## src/rtl/sample_spi_tx.sv

```systemverilog
// SPI mode-0 slave transmitter: latches one sample on tfr_ready and shifts it
// out MSB-first on sdo, holding transmit high until the MCU closes the frame.
module sample_spi_tx #(
  parameter int DATA_W      = 16,
  parameter int SYNC_STAGES = 2
) (
  input  logic              clk,
  input  logic              reset,
  input  logic              tfr_ready,
  input  logic [DATA_W-1:0] sample_in,
  input  logic              sck,
  input  logic              cs_n,
  output logic              sdo,
  output logic              transmit,
  output logic              overrun,
  output logic              aborted
);

  localparam int CNT_W = $clog2(DATA_W + 1);
  localparam logic [CNT_W-1:0] CNT_MAX = CNT_W'(DATA_W);

  typedef enum logic [1:0] {IDLE, LOADED, SHIFT, DONE} state_t;

  state_t                  state, state_nxt;
  logic [DATA_W-1:0]       shreg, shreg_nxt;
  logic [CNT_W-1:0]        bitcnt, bitcnt_nxt;
  logic                    overrun_nxt, aborted_nxt;

  logic [SYNC_STAGES-1:0]  sck_sync, cs_sync;
  logic                    sck_q, cs_q;
  logic                    sck_s, cs_s;
  logic                    sck_rise, sck_fall, cs_rise, cs_fall;

  // Synchronizers reset to the bus idle level so no phantom edge follows reset.
  // NOTE: sequential state uses non-blocking assignments only, so every flop
  // samples the pre-edge value of its neighbours regardless of statement order.
  always_ff @(posedge clk or negedge reset) begin
    if (!reset) begin
      sck_sync <= '0;
      cs_sync  <= '1;
      sck_q    <= 1'b0;
      cs_q     <= 1'b1;
    end else begin
      sck_sync <= {sck_sync[SYNC_STAGES-2:0], sck};
      cs_sync  <= {cs_sync[SYNC_STAGES-2:0], cs_n};
      sck_q    <= sck_s;
      cs_q     <= cs_s;
    end
  end

  assign sck_s    = sck_sync[SYNC_STAGES-1];
  assign cs_s     = cs_sync[SYNC_STAGES-1];
  assign sck_rise =  sck_s & ~sck_q;
  assign sck_fall = ~sck_s &  sck_q;
  assign cs_rise  =  cs_s  & ~cs_q;
  assign cs_fall  = ~cs_s  &  cs_q;

  always_ff @(posedge clk or negedge reset) begin
    if (!reset) begin
      state   <= IDLE;
      shreg   <= '0;
      bitcnt  <= '0;
      overrun <= 1'b0;
      aborted <= 1'b0;
    end else begin
      state   <= state_nxt;
      shreg   <= shreg_nxt;
      bitcnt  <= bitcnt_nxt;
      overrun <= overrun_nxt;
      aborted <= aborted_nxt;
    end
  end

  // NOTE: every signal gets its hold value first, so no path through the case
  // leaves one unassigned and no latch is inferred.
  always_comb begin
    state_nxt   = state;
    shreg_nxt   = shreg;
    bitcnt_nxt  = bitcnt;
    overrun_nxt = overrun;
    aborted_nxt = aborted;

    if (tfr_ready && state != IDLE)
      overrun_nxt = 1'b1;

    unique case (state)
      IDLE: begin
        if (tfr_ready) begin
          shreg_nxt   = sample_in;
          bitcnt_nxt  = '0;
          overrun_nxt = 1'b0;
          aborted_nxt = 1'b0;
          state_nxt   = LOADED;
        end
      end
      LOADED: begin
        // Any SCK edge coinciding with the cs_n fall is deliberately dropped.
        if (cs_fall)
          state_nxt = SHIFT;
      end
      SHIFT: begin
        if (cs_rise) begin
          if (bitcnt < CNT_MAX)
            aborted_nxt = 1'b1;
          shreg_nxt  = '0;
          bitcnt_nxt = '0;
          state_nxt  = IDLE;
        end else if (sck_rise) begin
          if (bitcnt < CNT_MAX)
            bitcnt_nxt = bitcnt + CNT_W'(1);
          if (bitcnt >= CNT_MAX - CNT_W'(1))
            state_nxt = DONE;
        end else if (sck_fall && bitcnt < CNT_MAX) begin
          shreg_nxt = {shreg[DATA_W-2:0], 1'b0};
        end
      end
      DONE: begin
        if (cs_rise) begin
          shreg_nxt  = '0;
          bitcnt_nxt = '0;
          state_nxt  = IDLE;
        end
      end
      default: state_nxt = IDLE;
    endcase
  end

  // Both outputs decode the state register, so reset clears them asynchronously.
  assign transmit = (state != IDLE);
  assign sdo      = (state == LOADED || state == SHIFT) ? shreg[DATA_W-1] : 1'b0;

endmodule
```

## config.mk

```make
export PLATFORM = sky130hd
export DESIGN_NAME = sample_spi_tx
export DESIGN_NICKNAME = d
export VERILOG_FILES = /design/src/rtl/sample_spi_tx.sv
export SDC_FILE = /design/constraint.sdc
export NUM_CORES = 1
export LEC_CHECK = 0
export CAP_MARGIN = 20
export CORE_MARGIN = 10
export CORE_UTILIZATION = 50
export DETAILED_ROUTE_END_ITERATION = 8
export MAX_ROUTING_LAYER = met4
export PLACE_DENSITY = 0.85
export SYNTH_ARGS = -nofsm -noshare
export SYNTH_HDL_FRONTEND = slang
export SYNTH_SLANG_ARGS = --single-unit
export TNS_END_PERCENT = 10
```

## constraint.sdc

```tcl
create_clock -name clk -period 2.36 [get_ports clk]
set_clock_uncertainty 0.05 [all_clocks]
set_input_delay 0.472 -clock clk [delete_from_list [all_inputs] [get_ports clk]]
set_output_delay 0.472 -clock clk [all_outputs]
set_load 0.01 [all_outputs]
```

# Word level (Yosys, flattened, before mapping)
# Index checks and enable logic that the tools add are counted.
[word_totals]
word_cells = 71
register_bits = 31
output_inout_bits = 4
in_bits = 21
[classes]
n_lt_le_gt_ge = 2
n_addsub = 1
mux = 27
n_eq_ne = 13
n_reduce_logical = 11
n_bitwise = 8
[op_table]
columns = ["op", "n"]
rows = [
  ["16-bit 2-to-1 mux", 5],
  ["16-bit case mux with 3 select lines", 1],
  ["5-bit 2-to-1 mux", 5],
  ["3-bit inequality test (second input constant)", 5],
  ["5-bit case mux with 3 select lines", 1],
  ["5-bit AND reduction", 3],
  ["2-bit 2-to-1 mux", 6],
  ["2-bit inequality test (second input constant)", 5],
  ["2-bit case mux with 4 select lines", 1],
  ["1-bit 2-to-1 mux", 7],
  ["5-bit by 1-bit adder with 5-bit output (second input constant)", 1],
  ["5-bit by 4-bit greater-or-equal comparator with 1-bit output (second input constant)", 1],
  ["5-bit less-than comparator (second input constant)", 1],
  ["1-bit bitwise AND", 4],
  ["2-bit equality test (second input constant)", 2],
  ["1-bit NOT", 4],
  ["4-bit AND reduction", 1],
  ["2-bit nonzero test", 2],
  ["3-bit nonzero test", 1],
  ["2-bit by 1-bit equality test with 1-bit output (second input constant)", 1],
  ["1-bit logical AND", 2],
  ["2-bit zero test", 1],
  ["1-bit case mux with 2 select lines", 1],
  ["1-bit logical OR", 1],
]

# Depth between registers and ports, before layout
# Gate-level depths: netlist of the first run.
[logic_depth]
depth_word = 7
ltp_mapped = 7

# Worst setup path after synthesis of the first run
# Ideal clock, no wire load.
[synth_timing]
path_type = "register to register"
from = "register state[0]"
to = "register shreg[10]"
path_stages_with_launch = 7
slack_ns = 0.386
t_required_ns = 2.237
synth_period_minus_slack_ns = 1.974
path_buffers = 1
t_arrival_ns = 1.851
setup_ns = 0.073
cell_sequence = "dfrtp_1 ha_1 or4b_4 a311oi_4 buf_6 nor2_1 a21oi_2"
[synth_between]
elab_chain_len = 3
[synth_rtl]
columns = ["item", "line", "source"]
rows = [
  ["from (decl)", "24", "state_t state, state_nxt;"],
  ["from (signal assigned)", "66", "state <= state_nxt;"],
  ["2-bit equality test or 2-bit zero test (tied branches)", "86", "unique case (state)"],
  ["3-bit inequality test (no line) (tied with other cells)", "n/a", ""],
  ["5-bit AND reduction (no line)", "n/a", ""],
  ["to (signal assigned)", "67", "shreg <= shreg_nxt;"],
  ["to (decl)", "25", "logic [DATA_W-1:0] shreg, shreg_nxt;"],
]
# Several ways; a longest one is shown, not always the timed one.
# A chain may end at the register's enable or synchronous reset.

# Worst setup path after layout of the first run
[layout_timing]
from = "register state[1]"
to = "output transmit"
[layout_between]
elab_chain_len = 1
[layout_rtl]
columns = ["item", "line", "source"]
rows = [
  ["2-bit nonzero test", "129", "assign transmit = (state != IDLE);"],
  ["to (decl)", "14", "output logic transmit,"],
]
# Every way passes these cells.

==> metrics.md, run 1 <==
| Metric | Value |
|---|---|
| DP HPWL | `2360 um` |
| Status | `finished clean` |
| Yosys warnings | `0` |
| Max rail drop VDD | `0.000697 V` |
| Synthesized flop and latch total | `31` |
| Area occupied by multi-input gates | `699 um2` |
| Final WL | `3290 um` |
| Max-cap violations | `0` |
| Setup TNS | `0 ns` |
| Post-CTS setup buffer count | `0` |
| DIE AREA | `5770 um2` |
| DRC viols | `0` |
| Worst Tran Pin Value | `around 0.54 ns` |
| I/O Buffers | `24` |
| Clk_lat worst skew | `0.35 ns` |
| First-pass GRT wire length | `5720 um` |
| Reg2Reg Setup Slack | `0.24 ns` |
| Slew Viols, Final | `0` |
| Hold Startpoint | `sck_sync[0]` |
| Power Density | `1360 nW/um2` |
| Synth Area in XOR/XNOR | `0` |
| Required @ worst endpoint | `approximately 1.8 ns` |
| CP startpoint kind | `register` |
| GRT Overall Usage | `0.125` |
| Cells after synthesis | `141` |
| Leading post-synthesis cells by cell area | `dfrtp_1 (45%), a21oi_2 (7.8%), a22oi_1 (7.2%)` |
| Site row count | `20` |
| RSZ-0062 raised after global routing | `false` |
| H-tree Lvls | `2` |
| Crit share post-route | `0.954` |
| Leakage | `0.808 nW` |
| CP Capture Type | `output port` |
| Finish-stage setup viols | `0` |
| Post-layout nets | `195` |
| Worst Path Max Fanout | `4` |
| Vias in the first global route | `approximately 1200` |
| Synth Area per Inst | `about 11 um2` |
| TritonCTS buffer count | `5` |
| Vias post-DR | `roughly 1200` |
| Core area | `3030 um2` |
| Initial antenna violation count | `0` |
| CP Class | `register to output port` |
| Cell variety after synth | `37` |
| Fraction of the mapped netlist area in adder cells | `0.0479` |
| CTS root buffer | `clkbuf_4` |
| Starting Density | `0.517` |
| Reg-to-Reg End | `shreg[0]` |
| Largest area contributor in the netlist | `dfrtp_1` |
| Largest family of logic cells by synthesized area | `compound AO/OA/AOI/OAI gates` |
| Total power draw | `around 2.6 mW` |
| Clk sinks | `31` |
| Gr ovfl total | `0` |
| Gpl congestion | `0.814` |
| Vias per std cell | `about 5.5` |
| Tmin final | `approximately 2.3 ns` |
| Layout Area Growth over Synthesis | `22.7%` |
| Reg-to-reg startpoint | `state[0]` |
| Compound-Gate Fraction of Synth Area | `0.252` |
| Number of stages on the worst hold path | `0` |
| Yosys top cell area share | `0.447` |
| Mux cell area share after synthesis | `0.00719` |
| Ant. Diodes | `0` |
| Slew headroom | `0.643` |
| Worst-path clk slew | `around 0.1 ns` |
| Synth Area in Simple Gates | `0.135` |
| Die H | `76.0 um` |
| Fin. Hold Viols | `0` |
| Clock Tree Buf Depth | `2` |
| CP arrival | `1.73 ns` |
| Register area | `781 um2` |
| IO Pins | `25` |
| CTS tree | `yes` |
| Post-Syn Nets | `168` |
| Final ANT Viol Nets | `0` |
| Hold EP | `sck_sync[1]` |
| Worst r2r path cells | `6` |
| Filler cell count | `245` |
| Pre-antenna DRT Iters | `6` |
| Largest net degree at the start of global routing | `33` |
| Routed len/inst | `around 15 um` |
| Hold/Removal Path Class | `register to register` |
| Die span in x | `76.0 um` |
| Register area share after synthesis | `0.498` |
| Layout cells sized above 1 | `0.225` |
| Maximum clock frequency | `444 MHz` |
| Iteration-0 DRC Markers | `63` |
| Mapped Area | `roughly 1600 um2` |
==> cell type report <==
type | instances | share of cell area
Clock inverter | 2 | 0.0182
Timing Repair Buffer | 27 | 0.145
Clock buffer | 6 | 0.0267
Tap cell | 44 | 0.0286
Sequential cell | 31 | 0.406
Inverter | 6 | 0.0117
Multi-Input combinational cell | 97 | 0.364
==> timing repair <==
action                     in CTS  in global routing
setup endpoints to repair       0                  6
hold buffers                    0                  0
resized for setup               0                  4
==> layout by cell type (no fill, tap or decap), drive strengths merged, types with 2 or more instances in the layout <==
cell,Yosys,layout
nand2b,2,2
a22o,3,3
dfrtp,28,28
dfstp,3,3
nor2,19,19
nand2,3,3
nand3,5,5
a21oi,18,18
and2,2,2
o21ai,5,5
clkbuf,2,6
ha,6,6
inv,6,6
a311oi,2,2
and2b,2,2
a22oi,15,15
clkdlybuf4s50,0,23
buf,4,3
==> routing by layer <==
metal,GRT usage,vias to the layer above,routed length (um)
met2,0.204,28,1710
met1,0.133,565,1400
met4,0.0530,0,51
met3,0.0460,6,138
li1,-,565,-
met5,-,-,0
==> synthesized netlist by cell type <==
library cell / instances
a32o_1: 1
or2_2: 1
inv_1: 6
a22oi_1: 15
and2b_2: 2
nand2_1: 3
a311oi_4: 1
o2bb2ai_1: 1
or3_2: 1
mux2_2: 1
or4b_4: 1
a2bb2oi_1: 1
a21oi_2: 14
a311oi_1: 1
dlygate4sd1_1: 1
a311o_1: 1
dfrtp_1: 28
a21oi_1: 4
dfstp_2: 3
nor3b_1: 1
ha_1: 6
o311ai_0: 1
a22o_1: 3
nand4_1: 1
and2_1: 2
nand2b_1: 2
clkbuf_1: 1
nand3_1: 5
clkbuf_8: 1
buf_6: 4
o21ai_1: 1
nor3_1: 1
a21boi_0: 1
and3_1: 1
o21ai_0: 4
nor2_1: 19
or3b_1: 1
==> state kept, by name, summed over array words and instances (netlist names), named ones only <==
name / count
aborted: 1
bitcnt: 5
cs_q: 1
cs_sync: 2
sck_q: 1
sck_sync: 2
shreg: 16
state: 2
==> stage by stage <==
stage	util	area (um2)	setup slack, ns	hold slack (ns)	std cells
5_1_grt	0.635	1920	0.0128	0.313	213
2_1_floorplan	-	1570	0.386	0.126	141
3_5_place_dp	0.603	1830	0.111	0.287	205
3_3_place_gp	0.603	1830	0.160	0.294	205
4_1_cts	0.631	1910	0.0119	0.309	213
6_report	0.635	1920	0.108	0.307	213
==> critical path: stages (launching register included) <==
cell	delay, ns
dfrtp_1	0.42
inv_1	0.11
ha_1	0.24
inv_1	0.08
clkdlybuf4s50_1	0.55
==> cell families after synthesis <==
group,after synthesis
flip-flops,31
AO/OA/AOI/OAI,49
multiplexers,1
AND/OR/NAND/NOR,41
adder cells (fa/ha/maj),6
buffers and inverters,13
==> worst max path at each step <==
stage,start,end,slack (ns)
3_3_place_gp,tfr_ready,bitcnt[2],0.16
5_1_grt,state[1],transmit,0.01
3_5_place_dp,tfr_ready,bitcnt[2],0.11
4_1_cts,state[0],sdo,0.01
2_1_floorplan,state[0],shreg[10],0.39
6_report,state[1],transmit,0.11
==> report_power, final <==
| group | total (mW) | switching (mW) | internal [mW] |
|---|---|---|---|
| clock | 0.443 | 0.193 | 0.250 |
| sequential | 0.887 | 0.145 | 0.742 |
| combinational | 1.28 | 0.695 | 0.583 |
Note: power is estimated with default switching activity, not from simulation.
==> run 2, diff against run 1 <==
REMOVE_ABC_BUFFERS = 1   (was default)
==> run 2 against run 1 <==
Effect of this change: final cell count grew 0.47%; sequential power shrank 1%; setup slack lost 0.020 ns; critical endpoint is now bitcnt[3].
==> metrics.md, run 2 (synthesis gave the netlist of run 1 again) <==
| Metric | Value |
|---|---|
| Crit path cell chain | `ha_1 -> or3b_1 -> a311oi_1 -> o21ai_0 -> a22o_1 (was inv_1 -> ha_1 -> inv_1 -> clkdlybuf4s50_1)` |
| Pre-antenna DRT Iters | `5 (was 6)` |
| DP Cell Count | `206 (was 205)` |
| Worst Tran Pin Value | `0.605 ns (was 0.536 ns)` |
| Initial antenna violation count | `0 (unchanged)` |
| Gpl congestion | `0.856 (was 0.814)` |
| DP HPWL | `2230 um (was 2360 um)` |
| DIE AREA | `5770 um2 (unchanged)` |
| RSZ-0062 raised after global routing | `false (unchanged)` |
| DRC viols | `0 (unchanged)` |
| Ant. Diodes | `0 (unchanged)` |
| CTS root buffer | `clkbuf_4 (unchanged)` |
| Site row count | `20 (unchanged)` |
| Core Util, Final | `0.622 (was 0.635)` |
| Post-layout nets | `196 (was 195)` |
| Top reg by flops | `shreg (unchanged)` |
| Hold/Removal Path Class | `register to register (unchanged)` |
| Slew headroom | `0.597 (was 0.643)` |
| Largest registers | `shreg x16, bitcnt x5 (unchanged)` |
| Maximum clock frequency | `440 MHz (was 444 MHz)` |
| Status | `finished clean (unchanged)` |
| First-pass GRT wire length | `5480 um (was 5720 um)` |
| Starting Density | `0.517 (unchanged)` |
| Final instance area | `1880 um2 (was 1920 um2)` |
| Leakage | `0.782 nW (was 0.808 nW)` |
| Final WL | `3090 um (was 3290 um)` |
| Clk_lat worst skew | `0.33 ns (was 0.35 ns)` |
| Layout Area Growth over Synthesis | `20.2% (was 22.7%)` |
| CTS tree | `yes (unchanged)` |
| Final cell count without fillers | `214 (was 213)` |
| Max reg flops | `16 (unchanged)` |
| I/O Buffers | `24 (unchanged)` |
| Core area | `3030 um2 (unchanged)` |
| Bufs and invs on worst path | `0 (was 3)` |
| Total power draw | `2.44 mW (was 2.61 mW)` |
| CP arrival | `2.45 ns (was 1.73 ns)` |
| Iteration-0 DRC Markers | `93 (was 63)` |
| Max rail drop VDD | `0.000575 V (was 0.000697 V)` |
| Routed len/inst | `14.4 um (was 15.5 um)` |
| Vias per std cell | `5.50 (was 5.46)` |
| Fin. Hold Viols | `0 (unchanged)` |
| GRT Overall Usage | `0.115 (was 0.125)` |
| Tmin final | `2.27 ns (was 2.25 ns)` |
| Gr ovfl total | `0 (unchanged)` |
| Die span in x | `76.0 um (unchanged)` |
| Worst-path clk slew | `0.10 ns (about the same)` |
| CP Class | `register to register (was register to output port)` |
| Worst path max stage delay | `0.53 ns (was 0.55 ns)` |
| IO Pins | `25 (unchanged)` |
| Power Density | `1300 nW/um2 (was 1360 nW/um2)` |
| CP max stage cell | `a311oi_1 (was clkdlybuf4s50_1)` |
| Commonest non-fill, non-tap cell in the layout | `dfrtp_1 (unchanged)` |
| Layout cells sized above 1 | `0.200 (was 0.225)` |
| Vias post-DR | `1176 (was 1164)` |
| Post-CTS sizing | `0 (unchanged)` |
| Filler cell count | `258 (was 245)` |
| Die H | `76.0 um (unchanged)` |
| Crit share post-route | `0.963 (was 0.954)` |
| Slew Viols, Final | `0 (unchanged)` |
| Crit path max-delay family | `compound AO/OA/AOI/OAI gates (was buffers and inverters)` |
| Clk sinks | `31 (unchanged)` |
| CP startpoint kind | `register (unchanged)` |
| Max-cap violations | `0 (unchanged)` |
| Clock Tree Buf Depth | `2 (unchanged)` |
| CP Capture Type | `register (was output port)` |
| Hold buffers post-CTS | `0 (unchanged)` |
| Worst Path Max Fanout | `4 (unchanged)` |
| Vias in the first global route | `1227 (was 1204)` |
| Largest net degree at the start of global routing | `33 (unchanged)` |
| Commonest non-fill, non-tap cells in the layout | `dfrtp_1 (28), clkdlybuf4s50_1 (24), nor2_1 (19) (was dfrtp_1 (27), clkdlybuf4s50_1 (23), nor2_1 (19))` |
| TritonCTS buffer count | `5 (unchanged)` |
| H-tree Lvls | `2 (unchanged)` |
| Required @ worst endpoint | `2.54 ns (was 1.84 ns)` |
| Post-CTS setup buffer count | `0 (unchanged)` |
| Finish-stage setup viols | `0 (unchanged)` |
| Final ANT Viol Nets | `0 (unchanged)` |
| Dpl cell area | `1830 um2 (about the same)` |
run 2: changes by cell type in the layout (fill, tap and decap cells not counted), sizes merged:
cell	before	now
clkdlybuf4s50	23	24
bufinv	1	0
clkbuf	6	7
buf	3	4
dlymetal6s2s	1	0
run 2: worst paths after layout:
check | startpoint | slack, ns | end | cells after the start
max | state[0] | 0.09 | bitcnt[3] | 5
min | sck_sync[0] | 0.31 | sck_sync[1] | 0
max reg2reg | state[0] | 0.09 | bitcnt[3] | 5
min reg2reg | sck_sync[0] | 0.31 | sck_sync[1] | 0
max in group asynchronous | reset | 1.44 | cs_sync[1] | 2
min in group asynchronous | reset | 0.48 | state[0] | 2
run 2: per-stage QoR:
step / hold WS [ns] / setup TNS [ns] / worst slack [ns]
after global placement: 0.283 / 0 / 0.130
after CTS: 0.315 / 0 / 0.0788
final: 0.311 / 0 / 0.0881
after detailed placement: 0.293 / 0 / 0.00139
after global routing: 0.325 / 0 / 0.00233
after floorplan: 0.126 / -3.10 / -0.204
run 2: layout make-up:
class	count	area [um2]	area share
Sequential cell	31	779	0.414
Inverter	6	22.5	0.0120
Clock inverter	1	5.00	0.00266
Timing Repair Buffer	28	283	0.150
Multi-Input combinational cell	97	693	0.368
Clock buffer	7	45.0	0.0239
Tap cell	44	55.1	0.0292
run 2: worst register-to-register path: stages, from the launching register on:
cell      delay (ns)
dfrtp_1         0.42
ha_1            0.25
or3b_1          0.43
a311oi_1        0.54
o21ai_0         0.21
a22o_1          0.27
run 2: per-layer routing:
metal | global-route usage | share of wire
met1 | 0.129 | 0.45
met2 | 0.181 | 0.48
met3 | 0.0401 | 0.049
met4 | 0.0455 | 0.018
met5 | - | 0
run 2: power by group:
group / internal, mW / switching (mW)
sequential: 0.741 / 0.134
combinational: 0.583 / 0.690
clock: 0.116 / 0.176
==> run 3, diff against run 2 <==
ABC_AREA = 1   (was default)
PLACE_DENSITY = 0.84   (was 0.85)
==> run 3 against run 2 <==
Effect of this change: core utilization shrank 1.1 points; synthesized area grew 11%; final cell count grew 34%; sequential share of layout area shrank 3.4 points; critical path type is now register to output port.
==> metrics.md, run 3 <==
| Metric | Value |
|---|---|
| Max reg flops | `16 (unchanged)` |
| Count leader, synth | `nand2_1 (was dfrtp_1)` |
| CP Capture Type | `output port (was register)` |
| Max-cap violations | `0 (unchanged)` |
| CTS root buffer | `clkbuf_4 (unchanged)` |
| Largest registers | `shreg x16, bitcnt x5 (unchanged)` |
| Worst Tran Pin Value | `0.504 ns (was 0.605 ns)` |
| Commonest non-fill, non-tap cells in the layout | `nand2_1 (82), dfrtp_1 (27), clkdlybuf4s50_1 (24) (was dfrtp_1 (28), clkdlybuf4s50_1 (24), nor2_1 (19))` |
| Layout Area Growth over Synthesis | `17.9% (was 20.2%)` |
| Vias per std cell | `4.84 (was 5.50)` |
| Final WL | `3360 um (was 3090 um)` |
| Status | `finished clean (unchanged)` |
| Dpl cell area | `1970 um2 (was 1830 um2)` |
| GRT Overall Usage | `0.123 (was 0.115)` |
| Pre-CTS setup slack | `0.418 ns (was 0.00139 ns)` |
| DIE AREA | `6250 um2 (was 5770 um2)` |
| Reg-to-reg startpoint | `state[1] (was state[0])` |
| CP arrival | `1.75 ns (was 2.45 ns)` |
| Synthesized flop and latch total | `31 (unchanged)` |
| Largest area contributor in the netlist | `dfrtp_1 (unchanged)` |
| Routed len/inst | `11.7 um (was 14.4 um)` |
| Synth Flop Type | `dfrtp_1 (unchanged)` |
| Yosys warnings | `0 (unchanged)` |
| CP startpoint kind | `register (unchanged)` |
| Commonest cells in the netlist | `nand2_1 (82), dfrtp_1 (28), nand3_1 (23) (was dfrtp_1 (28), nor2_1 (19), a22oi_1 (15))` |
| Pre-antenna DRT Iters | `4 (was 5)` |
| Tmin final | `2.27 ns (about the same)` |
| Leakage | `1.06 nW (was 0.782 nW)` |
| Slew headroom | `0.663 (was 0.597)` |
| Vias post-DR | `1385 (was 1176)` |
| IO Pins | `25 (unchanged)` |
| Required @ worst endpoint | `1.84 ns (was 2.54 ns)` |
| Max rail drop VDD | `0.000582 V (was 0.000575 V)` |
| Die H | `79.0 um (was 76.0 um)` |
| CP Class | `register to output port (was register to register)` |
| Post-synth EDFFs | `0 (unchanged)` |
| DP HPWL | `2390 um (was 2230 um)` |
| Leading post-synthesis cells by cell area | `dfrtp_1 (40%), nand2_1 (18%), nand2_2 (7.2%) (was dfrtp_1 (45%), a21oi_2 (7.8%), a22oi_1 (7.2%))` |
| Cells after synthesis | `211 (was 141)` |
| Setup crit start | `state[1] (was state[0])` |
| Post-layout nets | `266 (was 196)` |
| Async SR Flop Fraction | `1.00 (unchanged)` |
| Worst Path Max Fanout | `4 (unchanged)` |
| Mapped Area | `1740 um2 (was 1570 um2)` |
| Clk_lat worst skew | `0.34 ns (was 0.33 ns)` |
| Initial antenna violation count | `0 (unchanged)` |
| Crit share post-route | `0.963 (about the same)` |
| Register area | `781 um2 (was 779 um2)` |
| Core area | `3360 um2 (was 3030 um2)` |
| Cell variety after synth | `26 (was 37)` |
| Final instance area | `2060 um2 (was 1880 um2)` |
| RSZ-0062 raised after global routing | `true (was false)` |
| Area occupied by multi-input gates | `828 um2 (was 693 um2)` |
| Top reg by flops | `shreg (unchanged)` |
| CTS tree | `yes (unchanged)` |
| Commonest non-fill, non-tap cell in the layout | `nand2_1 (was dfrtp_1)` |
| Hold/Removal Path Class | `register to register (unchanged)` |
| Ant. Diodes | `0 (unchanged)` |
| Layout cells sized above 1 | `0.196 (was 0.200)` |
| DRC viols | `0 (unchanged)` |
| Synth Area per Inst | `8.26 um2 (was 11.1 um2)` |
| Hold buffers post-CTS | `0 (unchanged)` |
| Power Density | `1170 nW/um2 (was 1300 nW/um2)` |
| I/O Buffers | `24 (unchanged)` |
| Die span in x | `79.0 um (was 76.0 um)` |
| Largest net degree at the start of global routing | `32 (was 33)` |
| Gpl congestion | `0.826 (was 0.856)` |
| Clk sinks | `31 (unchanged)` |
| Finish-stage setup viols | `0 (unchanged)` |
| H-tree Lvls | `2 (unchanged)` |
| Slew Viols, Final | `0 (unchanged)` |
| Starting Density | `0.518 (was 0.517)` |
| Register area share after synthesis | `0.447 (was 0.498)` |
| Clock Tree Buf Depth | `2 (unchanged)` |
| Iteration-0 DRC Markers | `99 (was 93)` |
| Core Util, Final | `0.611 (was 0.622)` |
| Filler cell count | `324 (was 258)` |
| Vias in the first global route | `1406 (was 1227)` |
| First-pass GRT wire length | `6140 um (was 5480 um)` |
| Hold WS | `0.307 ns (was 0.311 ns)` |
| Maximum clock frequency | `440 MHz (about the same)` |
| Final ANT Viol Nets | `0 (unchanged)` |
| Hold Startpoint | `sck_sync[0] (unchanged)` |
| Reg2Reg Setup Slack | `0.54 ns (was 0.09 ns)` |
| Fin. Hold Viols | `0 (unchanged)` |
| Gr ovfl total | `0 (unchanged)` |
| Yosys top cell area share | `0.402 (was 0.447)` |
| TritonCTS buffer count | `5 (unchanged)` |
| Total power draw | `2.40 mW (was 2.44 mW)` |
| Site row count | `21 (was 20)` |
| Worst-path clk slew | `0.09 ns (was 0.10 ns)` |
| Final WS setup | `0.0872 ns (was 0.0881 ns)` |
==> run 3: timing repair <==
item	CTS	global route
gates resized for setup	0	1
buffers inserted	0	2
endpoints found under the setup margin	0	2
==> run 3: worst max-delay path: stages, from the launching register on <==
cell,delay [ns]
dfrtp_1,0.41
inv_1,0.10
ha_1,0.29
nand2_1,0.05
inv_1,0.05
clkdlybuf4s50_1,0.53
==> run 3: final timing paths <==
path | endpoint | depth (start not counted)
max | sdo | 5
min | sck_sync[1] | 0
max in group asynchronous | cs_q | 2
min reg2reg | sck_sync[1] | 0
min in group asynchronous | shreg[6] | 2
max reg2reg | shreg[11] | 8
==> run 3: layout make-up <==
| type | instances | share of cell area |
|---|---|---|
| clock buffers | 8 | 0.0335 |
| inverters | 14 | 0.0280 |
| multi-input cells | 160 | 0.403 |
| flip-flops and latches | 31 | 0.380 |
| well taps | 46 | 0.0280 |
| repair buffers | 27 | 0.128 |
==> run 3: per-layer routing <==
layer	global-route usage	wire length [um]	vias up
met5	-	0	-
met4	0.0591	52	0
met3	0.0282	133	7
met2	0.200	1640	32
met1	0.139	1540	630
li1	-	-	716
==> run 3: logic make-up after synthesis <==
family	Yosys count	share of synthesized area
AOI/OAI and AO/OA	10	0.0431
adders and majority gates	6	0.0431
buffers and inverters	20	0.0775
DFF	31	0.447
and+or+nand+nor	144	0.389
==> run 3: power by group <==
group / internal, mW / total (mW) / switching (mW) / leakage (nW)
Sequential: 0.720 / 0.848 / 0.128 / 0.383
Combinational: 0.469 / 1.19 / 0.726 / 0.634
Clock: 0.175 / 0.358 / 0.182 / 0.0386
Total: 1.36 / 2.40 / 1.04 / 1.06
==> run 3: through the flow <==
stage	TNS (ns)	std cells
2_1_floorplan	0	205
3_3_place_gp	0	276
3_5_place_dp	0	276
4_1_cts	0	284
5_1_grt	-0.0592	286
6_report	0	286
